## config.mk

```make
export PLATFORM = sky130hd
export DESIGN_NAME = dm_cache_ctrl_flat
export DESIGN_NICKNAME = d
export VERILOG_FILES = /design/src/rtl/dm_cache_ctrl_pkg.sv /design/src/rtl/dm_cache_ctrl_if.sv /design/src/rtl/dm_cache_ctrl_array.sv /design/src/rtl/dm_cache_ctrl.sv /design/src/flat_wrapper.sv
export SDC_FILE = /design/constraint.sdc
export NUM_CORES = 1
export LEC_CHECK = 0
export CAP_MARGIN = 40
export CORE_MARGIN = 2
export CORE_UTILIZATION = 56
export DETAILED_ROUTE_END_ITERATION = 10
export GPL_TIMING_DRIVEN = 0
export PLACE_DENSITY = 0.82
export SYNTH_ARGS = -nofsm -noshare
export SYNTH_HDL_FRONTEND = slang
export SYNTH_SLANG_ARGS = --single-unit
```

## constraint.sdc

```tcl
create_clock -name clk -period 10.15 [get_ports clk]
set_input_delay 1.5225 -clock clk [delete_from_list [all_inputs] [get_ports clk]]
set_output_delay 1.5225 -clock clk [all_outputs]
set_load 0.005 [all_outputs]
```

## src/rtl/dm_cache_ctrl_pkg.sv

```systemverilog
// Shared definitions for the direct-mapped cache controller.
// Holds the FSM state encoding, the fixed line geometry (32-bit words,
// 128-bit lines, word 0 in the MSBs) and the word select/insert helpers
// used by the controller and its storage array.
package dm_cache_ctrl_pkg;

  localparam int DATA_W     = 32;
  localparam int LINE_W     = 128;
  localparam int WORDS      = LINE_W / DATA_W;
  localparam int OFFSET_W   = 4;   // byte offset inside a line
  localparam int BYTE_OFF_W = 2;   // byte offset inside a word (ignored)
  localparam int WSEL_W     = 2;   // word select inside a line

  typedef enum logic [1:0] {
    IDLE       = 2'd0,
    COMPARE    = 2'd1,
    WRITE_BACK = 2'd2,
    ALLOCATE   = 2'd3
  } state_t;

  // Word w lives at bits [LINE_W-1-DATA_W*w -: DATA_W] (word 0 = MSBs).
  function automatic logic [DATA_W-1:0] word_sel(input logic [LINE_W-1:0] line,
                                                 input logic [WSEL_W-1:0] w);
    logic [DATA_W-1:0] r;
    r = '0;
    for (int i = 0; i < WORDS; i++) begin
      if (w == WSEL_W'(i)) r = line[LINE_W-1-DATA_W*i -: DATA_W];
    end
    return r;
  endfunction

  function automatic logic [LINE_W-1:0] word_ins(input logic [LINE_W-1:0] line,
                                                 input logic [WSEL_W-1:0] w,
                                                 input logic [DATA_W-1:0] word);
    logic [LINE_W-1:0] r;
    r = line;
    for (int i = 0; i < WORDS; i++) begin
      if (w == WSEL_W'(i)) r[LINE_W-1-DATA_W*i -: DATA_W] = word;
    end
    return r;
  endfunction

endpackage

```

## src/rtl/dm_cache_ctrl_if.sv

```systemverilog
// Bus bundle between the CPU/memory environment and the cache controller.
//   cpu_req/cpu_we/cpu_addr/cpu_wdata : CPU request, held until cpu_ready
//   cpu_rdata/cpu_ready               : load data and one-cycle completion
//   mem_read/mem_lock/mem_addr        : memory control (mem_lock=1 -> idle)
//   mem_wdata/mem_rdata               : 128-bit victim / fetched block
// Modports: master = environment (CPU + memory), slave = cache controller.
interface dm_cache_ctrl_if #(
  parameter int ADDR_W = 10
);
  import dm_cache_ctrl_pkg::*;

  logic                cpu_req;
  logic                cpu_we;
  logic [ADDR_W-1:0]   cpu_addr;
  logic [DATA_W-1:0]   cpu_wdata;
  logic [DATA_W-1:0]   cpu_rdata;
  logic                cpu_ready;
  logic                mem_read;
  logic                mem_lock;
  logic [ADDR_W-1:0]   mem_addr;
  logic [LINE_W-1:0]   mem_wdata;
  logic [LINE_W-1:0]   mem_rdata;

  modport master (
    output cpu_req, cpu_we, cpu_addr, cpu_wdata, mem_rdata,
    input  cpu_rdata, cpu_ready, mem_read, mem_lock, mem_addr, mem_wdata
  );

  modport slave (
    input  cpu_req, cpu_we, cpu_addr, cpu_wdata, mem_rdata,
    output cpu_rdata, cpu_ready, mem_read, mem_lock, mem_addr, mem_wdata
  );

endinterface

```

## src/rtl/dm_cache_ctrl_array.sv

```systemverilog
// Tag/valid/dirty/data storage for the direct-mapped cache.
//   clk, rst_n    : clock, async active-low reset (clears valid and dirty)
//   idx_i         : line index, read asynchronously
//   valid_o/dirty_o/tag_o/line_o : state of the indexed line
//   fill_i, fill_tag_i, fill_line_i : whole-line write (valid=1, dirty=0)
//   word_we_i, word_sel_i, word_i   : single-word store (dirty=1)
module dm_cache_ctrl_array
  import dm_cache_ctrl_pkg::*;
#(
  parameter int NUM_BLOCKS = 4,
  parameter int TAG_W      = 4
) (
  input  logic                          clk,
  input  logic                          rst_n,
  input  logic [$clog2(NUM_BLOCKS)-1:0] idx_i,
  output logic                          valid_o,
  output logic                          dirty_o,
  output logic [TAG_W-1:0]              tag_o,
  output logic [LINE_W-1:0]             line_o,
  input  logic                          fill_i,
  input  logic [TAG_W-1:0]              fill_tag_i,
  input  logic [LINE_W-1:0]             fill_line_i,
  input  logic                          word_we_i,
  input  logic [WSEL_W-1:0]             word_sel_i,
  input  logic [DATA_W-1:0]             word_i
);

  logic [NUM_BLOCKS-1:0] valid_q;
  logic [NUM_BLOCKS-1:0] dirty_q;
  logic [TAG_W-1:0]      tag_q  [NUM_BLOCKS];
  logic [LINE_W-1:0]     data_q [NUM_BLOCKS];

  assign valid_o = valid_q[idx_i];
  assign dirty_o = dirty_q[idx_i];
  assign tag_o   = tag_q[idx_i];
  assign line_o  = data_q[idx_i];

  always_ff @(posedge clk or negedge rst_n) begin
    if (!rst_n) begin
      valid_q <= '0;
      dirty_q <= '0;
    end else if (fill_i) begin
      valid_q[idx_i] <= 1'b1;
      dirty_q[idx_i] <= 1'b0;
    end else if (word_we_i) begin
      dirty_q[idx_i] <= 1'b1;
    end
  end

  // Tags and data are meaningless while valid is clear, so they carry no reset.
  always_ff @(posedge clk) begin
    if (fill_i) begin
      tag_q[idx_i]  <= fill_tag_i;
      data_q[idx_i] <= fill_line_i;
    end else if (word_we_i) begin
      data_q[idx_i] <= word_ins(data_q[idx_i], word_sel_i, word_i);
    end
  end

endmodule

```

## src/rtl/dm_cache_ctrl.sv

```systemverilog
// Direct-mapped, write-back, write-allocate data cache controller.
// Serves 32-bit CPU loads/stores from a NUM_BLOCKS-line array; on a miss it
// writes back a dirty victim, then fetches the requested 128-bit block, each
// transfer held for MEM_LATENCY cycles on a combinational memory.
//   clk, rst_n : clock, async active-low reset
//   bus        : dm_cache_ctrl_if.slave (CPU request/response, memory port)
module dm_cache_ctrl
  import dm_cache_ctrl_pkg::*;
#(
  parameter int NUM_BLOCKS  = 4,
  parameter int MEM_LATENCY = 4,
  parameter int ADDR_W      = 10
) (
  input logic             clk,
  input logic             rst_n,
  dm_cache_ctrl_if.slave  bus
);

  localparam int INDEX_W = $clog2(NUM_BLOCKS);
  localparam int TAG_W   = ADDR_W - OFFSET_W - INDEX_W;
  localparam int CNT_W   = (MEM_LATENCY > 1) ? $clog2(MEM_LATENCY) : 1;

  state_t                    state_q, state_d;
  logic [CNT_W-1:0]          cnt_q, cnt_d;
  logic                      live_q, live_d;   // request still wanted by the CPU
  logic [ADDR_W-1:BYTE_OFF_W] addr_q;
  logic                      we_q;
  logic [DATA_W-1:0]         wdata_q;

  logic [TAG_W-1:0]   req_tag;
  logic [INDEX_W-1:0] req_idx;
  logic [WSEL_W-1:0]  req_wsel;
  logic               line_valid, line_dirty;
  logic [TAG_W-1:0]   line_tag;
  logic [LINE_W-1:0]  line_data;
  logic               hit, xfer_last, accept;
  logic               fill_en, word_we;
  logic               unused_byte_off;

  assign req_tag  = addr_q[ADDR_W-1 -: TAG_W];
  assign req_idx  = addr_q[OFFSET_W +: INDEX_W];
  assign req_wsel = addr_q[OFFSET_W-1 -: WSEL_W];

  assign hit       = line_valid && (line_tag == req_tag);
  assign xfer_last = (cnt_q == CNT_W'(MEM_LATENCY - 1));
  assign accept    = (state_q == IDLE) && bus.cpu_req;

  assign unused_byte_off = ^bus.cpu_addr[BYTE_OFF_W-1:0];

  dm_cache_ctrl_array #(
    .NUM_BLOCKS (NUM_BLOCKS),
    .TAG_W      (TAG_W)
  ) u_array (
    .clk         (clk),
    .rst_n       (rst_n),
    .idx_i       (req_idx),
    .valid_o     (line_valid),
    .dirty_o     (line_dirty),
    .tag_o       (line_tag),
    .line_o      (line_data),
    .fill_i      (fill_en),
    .fill_tag_i  (req_tag),
    .fill_line_i (bus.mem_rdata),
    .word_we_i   (word_we),
    .word_sel_i  (req_wsel),
    .word_i      (wdata_q)
  );

  always_ff @(posedge clk or negedge rst_n) begin
    if (!rst_n) begin
      state_q <= IDLE;
      cnt_q   <= '0;
      live_q  <= 1'b0;
    end else begin
      state_q <= state_d;
      cnt_q   <= cnt_d;
      live_q  <= live_d;
    end
  end

  // Request latches only matter once accepted, so they carry no reset.
  always_ff @(posedge clk) begin
    if (accept) begin
      addr_q  <= bus.cpu_addr[ADDR_W-1:BYTE_OFF_W];
      we_q    <= bus.cpu_we;
      wdata_q <= bus.cpu_wdata;
    end
  end

  always_comb begin
    state_d = state_q;
    case (state_q)
      IDLE:       if (bus.cpu_req) state_d = COMPARE;
      // An abandoned request (live_q low) still finishes its fill, then exits quietly.
      COMPARE: begin
        if (hit || !live_q)  state_d = IDLE;
        else if (line_dirty) state_d = WRITE_BACK;
        else                 state_d = ALLOCATE;
      end
      WRITE_BACK: if (xfer_last) state_d = ALLOCATE;
      ALLOCATE:   if (xfer_last) state_d = COMPARE;
      default:    state_d = IDLE;
    endcase

    // Counter restarts on every state entry; it only advances during transfers.
    cnt_d = '0;
    if ((state_d == state_q) && ((state_q == WRITE_BACK) || (state_q == ALLOCATE)))
      cnt_d = cnt_q + CNT_W'(1);

    if (state_q == IDLE) live_d = bus.cpu_req;
    else                 live_d = live_q && bus.cpu_req;
  end

  always_comb begin
    bus.cpu_ready = 1'b0;
    bus.cpu_rdata = '0;
    bus.mem_lock  = 1'b1;
    bus.mem_read  = 1'b1;
    bus.mem_addr  = '0;
    bus.mem_wdata = '0;
    fill_en       = 1'b0;
    word_we       = 1'b0;
    case (state_q)
      COMPARE: begin
        if (hit && live_q) begin
          bus.cpu_ready = 1'b1;
          if (we_q) word_we       = 1'b1;
          else      bus.cpu_rdata = word_sel(line_data, req_wsel);
        end
      end
      WRITE_BACK: begin
        bus.mem_lock  = 1'b0;
        bus.mem_read  = 1'b0;
        bus.mem_addr  = {line_tag, req_idx, OFFSET_W'(0)};
        bus.mem_wdata = line_data;
      end
      ALLOCATE: begin
        bus.mem_lock = 1'b0;
        bus.mem_addr = {req_tag, req_idx, OFFSET_W'(0)};
        fill_en      = xfer_last;
      end
      default: ;
    endcase
  end

endmodule

```

## src/flat_wrapper.sv

```systemverilog
// flat-port wrapper written by rule: the top's interface ports become plain ports
module dm_cache_ctrl_flat import dm_cache_ctrl_pkg::*;
#(
  parameter int NUM_BLOCKS  = 4,
  parameter int MEM_LATENCY = 4,
  parameter int ADDR_W      = 10
)
  (clk, rst_n, bus_cpu_req, bus_cpu_we, bus_cpu_addr, bus_cpu_wdata, bus_mem_rdata, bus_cpu_rdata, bus_cpu_ready, bus_mem_read, bus_mem_lock, bus_mem_addr, bus_mem_wdata);
  dm_cache_ctrl_if #(.ADDR_W(ADDR_W)) bus_i ();
  input logic clk;
  input logic rst_n;
  input wire logic [$bits(bus_i.cpu_req)-1:0] bus_cpu_req;
  input wire logic [$bits(bus_i.cpu_we)-1:0] bus_cpu_we;
  input wire logic [$bits(bus_i.cpu_addr)-1:0] bus_cpu_addr;
  input wire logic [$bits(bus_i.cpu_wdata)-1:0] bus_cpu_wdata;
  input wire logic [$bits(bus_i.mem_rdata)-1:0] bus_mem_rdata;
  output wire logic [$bits(bus_i.cpu_rdata)-1:0] bus_cpu_rdata;
  output wire logic [$bits(bus_i.cpu_ready)-1:0] bus_cpu_ready;
  output wire logic [$bits(bus_i.mem_read)-1:0] bus_mem_read;
  output wire logic [$bits(bus_i.mem_lock)-1:0] bus_mem_lock;
  output wire logic [$bits(bus_i.mem_addr)-1:0] bus_mem_addr;
  output wire logic [$bits(bus_i.mem_wdata)-1:0] bus_mem_wdata;
  assign bus_i.cpu_req = bus_cpu_req;
  assign bus_i.cpu_we = bus_cpu_we;
  assign bus_i.cpu_addr = bus_cpu_addr;
  assign bus_i.cpu_wdata = bus_cpu_wdata;
  assign bus_i.mem_rdata = bus_mem_rdata;
  assign bus_cpu_rdata = bus_i.cpu_rdata;
  assign bus_cpu_ready = bus_i.cpu_ready;
  assign bus_mem_read = bus_i.mem_read;
  assign bus_mem_lock = bus_i.mem_lock;
  assign bus_mem_addr = bus_i.mem_addr;
  assign bus_mem_wdata = bus_i.mem_wdata;
  dm_cache_ctrl #(.NUM_BLOCKS(NUM_BLOCKS), .MEM_LATENCY(MEM_LATENCY), .ADDR_W(ADDR_W)) u_core (.clk(clk), .rst_n(rst_n), .bus(bus_i));
endmodule
```

# [After elaboration in Yosys (flattened, before gate mapping)]
# Memories as Yosys holds them, arrays and structs flattened. A register that Yosys moved wholly into a read port is not among the register bits.
# Cells that the tools add are included.
[classes] add_sub_neg=1 mul=0 div=0 order_cmp=2 n_eq_ne=9 n_shift=0 muxes=53 n_bitwise=5 n_reduce_logical=13
[ops] op="two-way mux 32 bit" count=19
[ops] op="two-way mux 128 bit" count=2
[ops] op="one-hot mux 10 bit (2 select lines)" count=1
[ops] op="two-way mux 1 bit" count=18
[ops] op="two-way mux 2 bit" count=7
[ops] op="== test 2 bit (second input constant)" count=5
[ops] op="two-way mux 4 bit" count=2
[ops] op="bitwise OR 4 bit" count=2
[ops] op="one-hot mux 2 bit (4 select lines)" count=1
[ops] op="logical AND 1 bit" count=6
[ops] op="AND 4 bit" count=1
[ops] op="binary-select mux 1 bit (select 2 bit)" count=2
[ops] op="== test 2 x 1 -> 1 bit (second input constant)" count=2
[ops] op="== test 4 bit" count=1
[ops] op="logical NOT 2 bit" count=2
[ops] op="NOT 4 bit" count=1
[ops] op="< comparator 2 x 3 -> 1 bit (second input constant)" count=1
[ops] op="adder 2 x 1 -> 2 bit (second input constant)" count=1
[ops] op="demux 1 bit (select 2 bit)" count=1
[ops] op="== test 2 bit" count=1
[ops] op=">= comparator 2 x 1 -> 1 bit (second input constant)" count=1
[ops] op="logical OR 1 bit" count=2
[ops] op="nonzero test 2 bit" count=1
[ops] op="OR reduction 2 bit" count=1
[ops] op="other kinds (2)" count=2
[totals] reg_bits=54 latchBits=0 ram_bits=528 mem_bits_ro=0 input_bits=174 out_inout_bits=173 wordCells=93 mem_count=2
[mem_list] name="u_core.u_array.data_q" depth=4 word_bits=128 read_ports=1 rd_ports_with_merged_regs=1 write_ports=1 line="dm_cache_ctrl_array.sv:31" rtl="logic [LINE_W-1:0] data_q [NUM_BLOCKS];"
[mem_list] name="u_core.u_array.tag_q" depth=4 word_bits=4 read_ports=1 rd_ports_with_merged_regs=1 write_ports=1 line="dm_cache_ctrl_array.sv:30" rtl="logic [TAG_W-1:0] tag_q [NUM_BLOCKS];"

# [Logic depth before layout (Yosys ltp)]
[logic_depth] depth_word=10 depth_mapped=8 mapped_depth_nobuf=5

# [Hierarchy]
# A second synthesis with hierarchy kept.
[hier_totals] hier_cells=1616 area_unflattened_um2=25717.2
[modules_own_cells] module="dm_cache_ctrl_array" n_inst=1 cells_each=1305 area_each_um2=22044.9 seq_area_each_um2=16055.4
[modules_own_cells] module="dm_cache_ctrl" n_inst=1 cells_each=311 area_each_um2=3672.3 seq_area_each_um2=1356.3

# [Worst setup path after synthesis]
# Ideal clock, no wire load.
[synth_timing] path_type="register -> register" startpoint="register with a tool-made name" endpoint="memory u_core.u_array.data_q[2][0] (enable)" setup_ns=0.658 t_arrival_ns=7.997 required_ns=9.492 slack_ns=1.496 path_stages_with_launch=8 path_buffers=2 synth_period_minus_slack_ns=8.654 path_cell_list="dfxtp_1 buf_6 mux4_2 xnor2_1 nand3_2 or3_1 clkbuf_1 a21oi_1"
[synth_rtl] item="end: declaration" line="dm_cache_ctrl_array.sv:31"

==> summary.md <==
| Metric | Value |
|---|---|
| Outcome | finished, violations left |
| Failing checks | design-rule violations |
| Pleak | 11.1 nW |
| Yosys top cell area share | 0.645 |
| Iteration-0 DRC Markers | 1,842 |
| Sequential fraction of the synthesis area | 0.659 |
| Worst Tran Pin Value | about 0.95 ns |
| Post-DP HPWL | between 50,000 and 60,000 um |
| H-tree Lvls | 2 |
| Pint | approximately 0.0050 W |
| Post-CTS setup buffer count | 0 |
| Initial antenna violation count | 4 |
| Gpl congestion | about 0.8 |
| Port Buffers | 340 |
| Crit start category | register |
| Largest net degree at the start of global routing | 23 |
| WS Path Type | reg2out |
| Bufs and invs on worst path | 4 |
| Seq cells post-synth | 584 |
| Die width | about 220 um |
| Synth Cell Area | around 26,000 um^2 |
| Switching pwr | about 0.0019 W |
| Pre-CTS setup slack | around 5.0 ns |
| Syn Area/Cell | ~20 um^2 |
| Hold Vio Cnt, Final | 0 |
| Top_reg_cell synth | edfxtp_1 |
| Sequential Power Share | 0.405 |
| Multi-input logic area | between 8000 and 9000 um^2 |
| Clock Skews | approximately 0.018 ns |
| Top-count cell post-synth | edfxtp_1 |
| Synth warnings | 0 |
| Drt total wl | between 70,000 and 80,000 um |
| Drt pass-1 iters | 8 |
| GRT Util Overall | 0.298 |
| Switching share of total power | 0.274 |
| Top post-synthesis cells by area | edfxtp_1 (64%), mux4_2 (14%), mux2_2 (6.4%) |
| Post-route ant nets | 0 |
| Vert. Die Dim | around 220 um |
| Fillcell total | 2,734 |
| CP Max Fanout | 10 |
| Hold Path End | u_core.cnt_q[0] |
| Worst EP arrival | 4.29 ns |
| Post-layout min period | roughly 5.8 ns |
| Yosys top cell by area | edfxtp_1 |
| Core box area | between 40,000 and 50,000 um^2 |
| Drt drc | 16 |
| Final nets | 1,954 |
| Cell Pwr Density | slightly above 200 nW/um^2 |
| Reg2reg setup slack | 6.28 ns |
| Max-cap violation count | 0 |
| Layout Utilization | 0.718 |
| Peak supply drop | 0.137 mV |
| Period utilization | 0.572 |
| FP Rows | about 80 |
| Post-synth top cells | edfxtp_1 (569), mux4_2 (166), mux2_2 (151), mux2_4 (100), and2_1 (90) |
| Bufs on Longest Clock Path | 3 |
| TritonCTS clock tree | done |
| Fmax | 0.172 GHz |
| Hold WC Path Type | reg2reg |
| CP peak stage delay | between 0.7 and 0.8 ns |
| CP Data Required Time | 8.63 ns |
| Crit-path cells | clkbuf_1, clkbuf_1, clkbuf_1, mux4_2, mux4_2, nor2b_1, clkdlybuf4s50_1 |
| Vias post-DR | ~15,000 |
| Die area | 49,100 um^2 |
| Clock Latency Late Sink | slightly above 0.6 ns |
| Worst hold start | u_core.cnt_q[0] |
| Hold path depth | 1 |
| Overflow after GRT | 0 |
| Cells after synthesis | ~1,300 |
| Clock share of power | 0.306 |
| Max Slew Vio Count | 0 |
| Clk root buf | clkbuf_16 |
| CTS buffer count | 58 |
| Top cell by count, worst path | clkbuf_1 |
| Family with the most delay on the worst path | buffers and inverters |
| CTS resizes | 0 |
| Post-CTS Hold Fix Bufs | 0 |
| RSZ-0062 raised after global routing | no |
| Crit. End Element | output pin |
| Vias in the first global route | between 15,000 and 20,000 |
| Worst-case reg-to-reg path depth | 10 |
| Reg2reg end | u_core.u_array.data_q[2][41] |
| Combinational power share | 0.289 |
| Global-route wire length before repair | roughly 110,000 um |
| Area grow syn2layout | 26.5% |
| Sequential cell area | 17,500 um^2 |
| WL/cell | about 30 um |
| CTS Sinks | slightly below 600 |
| CP max stage cell | clkbuf_1 |
| EDFF count, synth | 569 |
| Final WS setup | about 4.3 ns |
| Starting Density | 0.568 |
| Post-synth cell types | 40 |
| Final Setup Violations | 0 |
| # IOs | ~350 |
| Layout cells sized above 1 | 0.331 |
| Clock transition at the registers of the reported paths | 0.06 ns |
| Slew headroom | 0.368 |
| Async S/R FF share, synth | 0.0223 |
| Vias per cell | approximately 6.3 |
==> registers in the layout, indices dropped and copies added (netlist names), named ones only <==
name and flops:
u_core.u_array.data_q 512, u_core.wdata_q 32, u_core.u_array.tag_q 16, u_core.addr_q 8, u_core.u_array.valid_q 4, u_core.cnt_q 2
u_core.state_q 2, u_core.live_q 1, u_core.we_q 1
==> logic make-up (layout without fill, tap and decap cells) <==
group	Yosys count	in the layout	share of synthesized area
AO/OA/AOI/OAI	15	15	0.00340
XOR/XNOR	4	4	0.00189
adder cells (fa/ha/maj)	1	1	0.000472
buffers and inverters	95	590	0.0232
flip-flops	584	584	0.659
multiplexers	428	428	0.266
other	1	6	0.000142
AND/OR/NAND/NOR	198	198	0.0459
==> worst max-delay path by stage <==
stage	slack (ns)	cells after the start	start	endpoint
3_5_place_dp	4.95	7	register	bus_cpu_rdata[21]
3_3_place_gp	-3.93	7	register	u_core.u_array.data_q[1][106]
6_report	4.34	7	register	bus_cpu_rdata[14]
4_1_cts	4.24	7	register	bus_cpu_rdata[21]
5_1_grt	4.26	7	register	bus_cpu_rdata[14]
2_1_floorplan	1.50	7	register	u_core.u_array.data_q[2][0]
==> area by class of cell <==
cell class | count | area share
multi-input cells | 650 | 0.253
well taps | 607 | 0.0227
repair buffers | 390 | 0.129
flip-flops and latches | 584 | 0.521
clock buffers | 69 | 0.0464
clock inverters | 36 | 0.00941
plain buffers | 91 | 0.0179
inverters | 4 | 0.000448
diodes | 2 | 0.000149
==> metal layers <==
metal	wire (um)	global-route usage
met5	0	0
met3	6420	0.0584
met4	2460	0.108
met1	27700	0.403
met2	36100	0.489
==> through the flow <==
step,instances,power (W),hold slack (ns),cell area (um^2),setup TNS [ns]
floorplan,1329,0.00384,0.408,26500,0
global placement,2276,0.00476,0.419,30700,-1945.80
detailed placement,2322,0.00481,0.428,31600,0
CTS,2427,0.00693,0.443,33500,0
global route,2433,0.00713,0.453,33500,0
finish,2433,0.00693,0.451,33500,0
==> power groups by stage <==
stage	logic [W]	clock network (W)	registers (W)
global placement	0.00188	0	0.00288
finish	0.00200	0.00212	0.00281
floorplan	0.000991	0	0.00285
detailed placement	0.00196	0	0.00285
global route	0.00210	0.00222	0.00281
CTS	0.00199	0.00214	0.00280
==> layout by cell type, fill, tap and decap left out, types with 4 or more instances in the layout <==
cell type,n
buf_2,13
nor2b_1,72
nor2_1,11
clkbuf_16,61
mux2_4,100
buf_16,15
dfrtp_1,13
clkinv_1,9
clkbuf_1,63
conb_1,4
edfxtp_1,569
nand2_1,5
o21ai_0,7
nand2b_1,6
mux2_1,7
buf_6,16
mux2i_1,4
buf_4,11
buf_8,7
clkinvlp_4,6
and2_1,90
bufinv_16,5
clkdlybuf4s50_1,340
mux4_2,166
mux2_2,151
inv_1,4
clkinv_2,15
buf_12,23
Power figures use the tool's default switching activity.
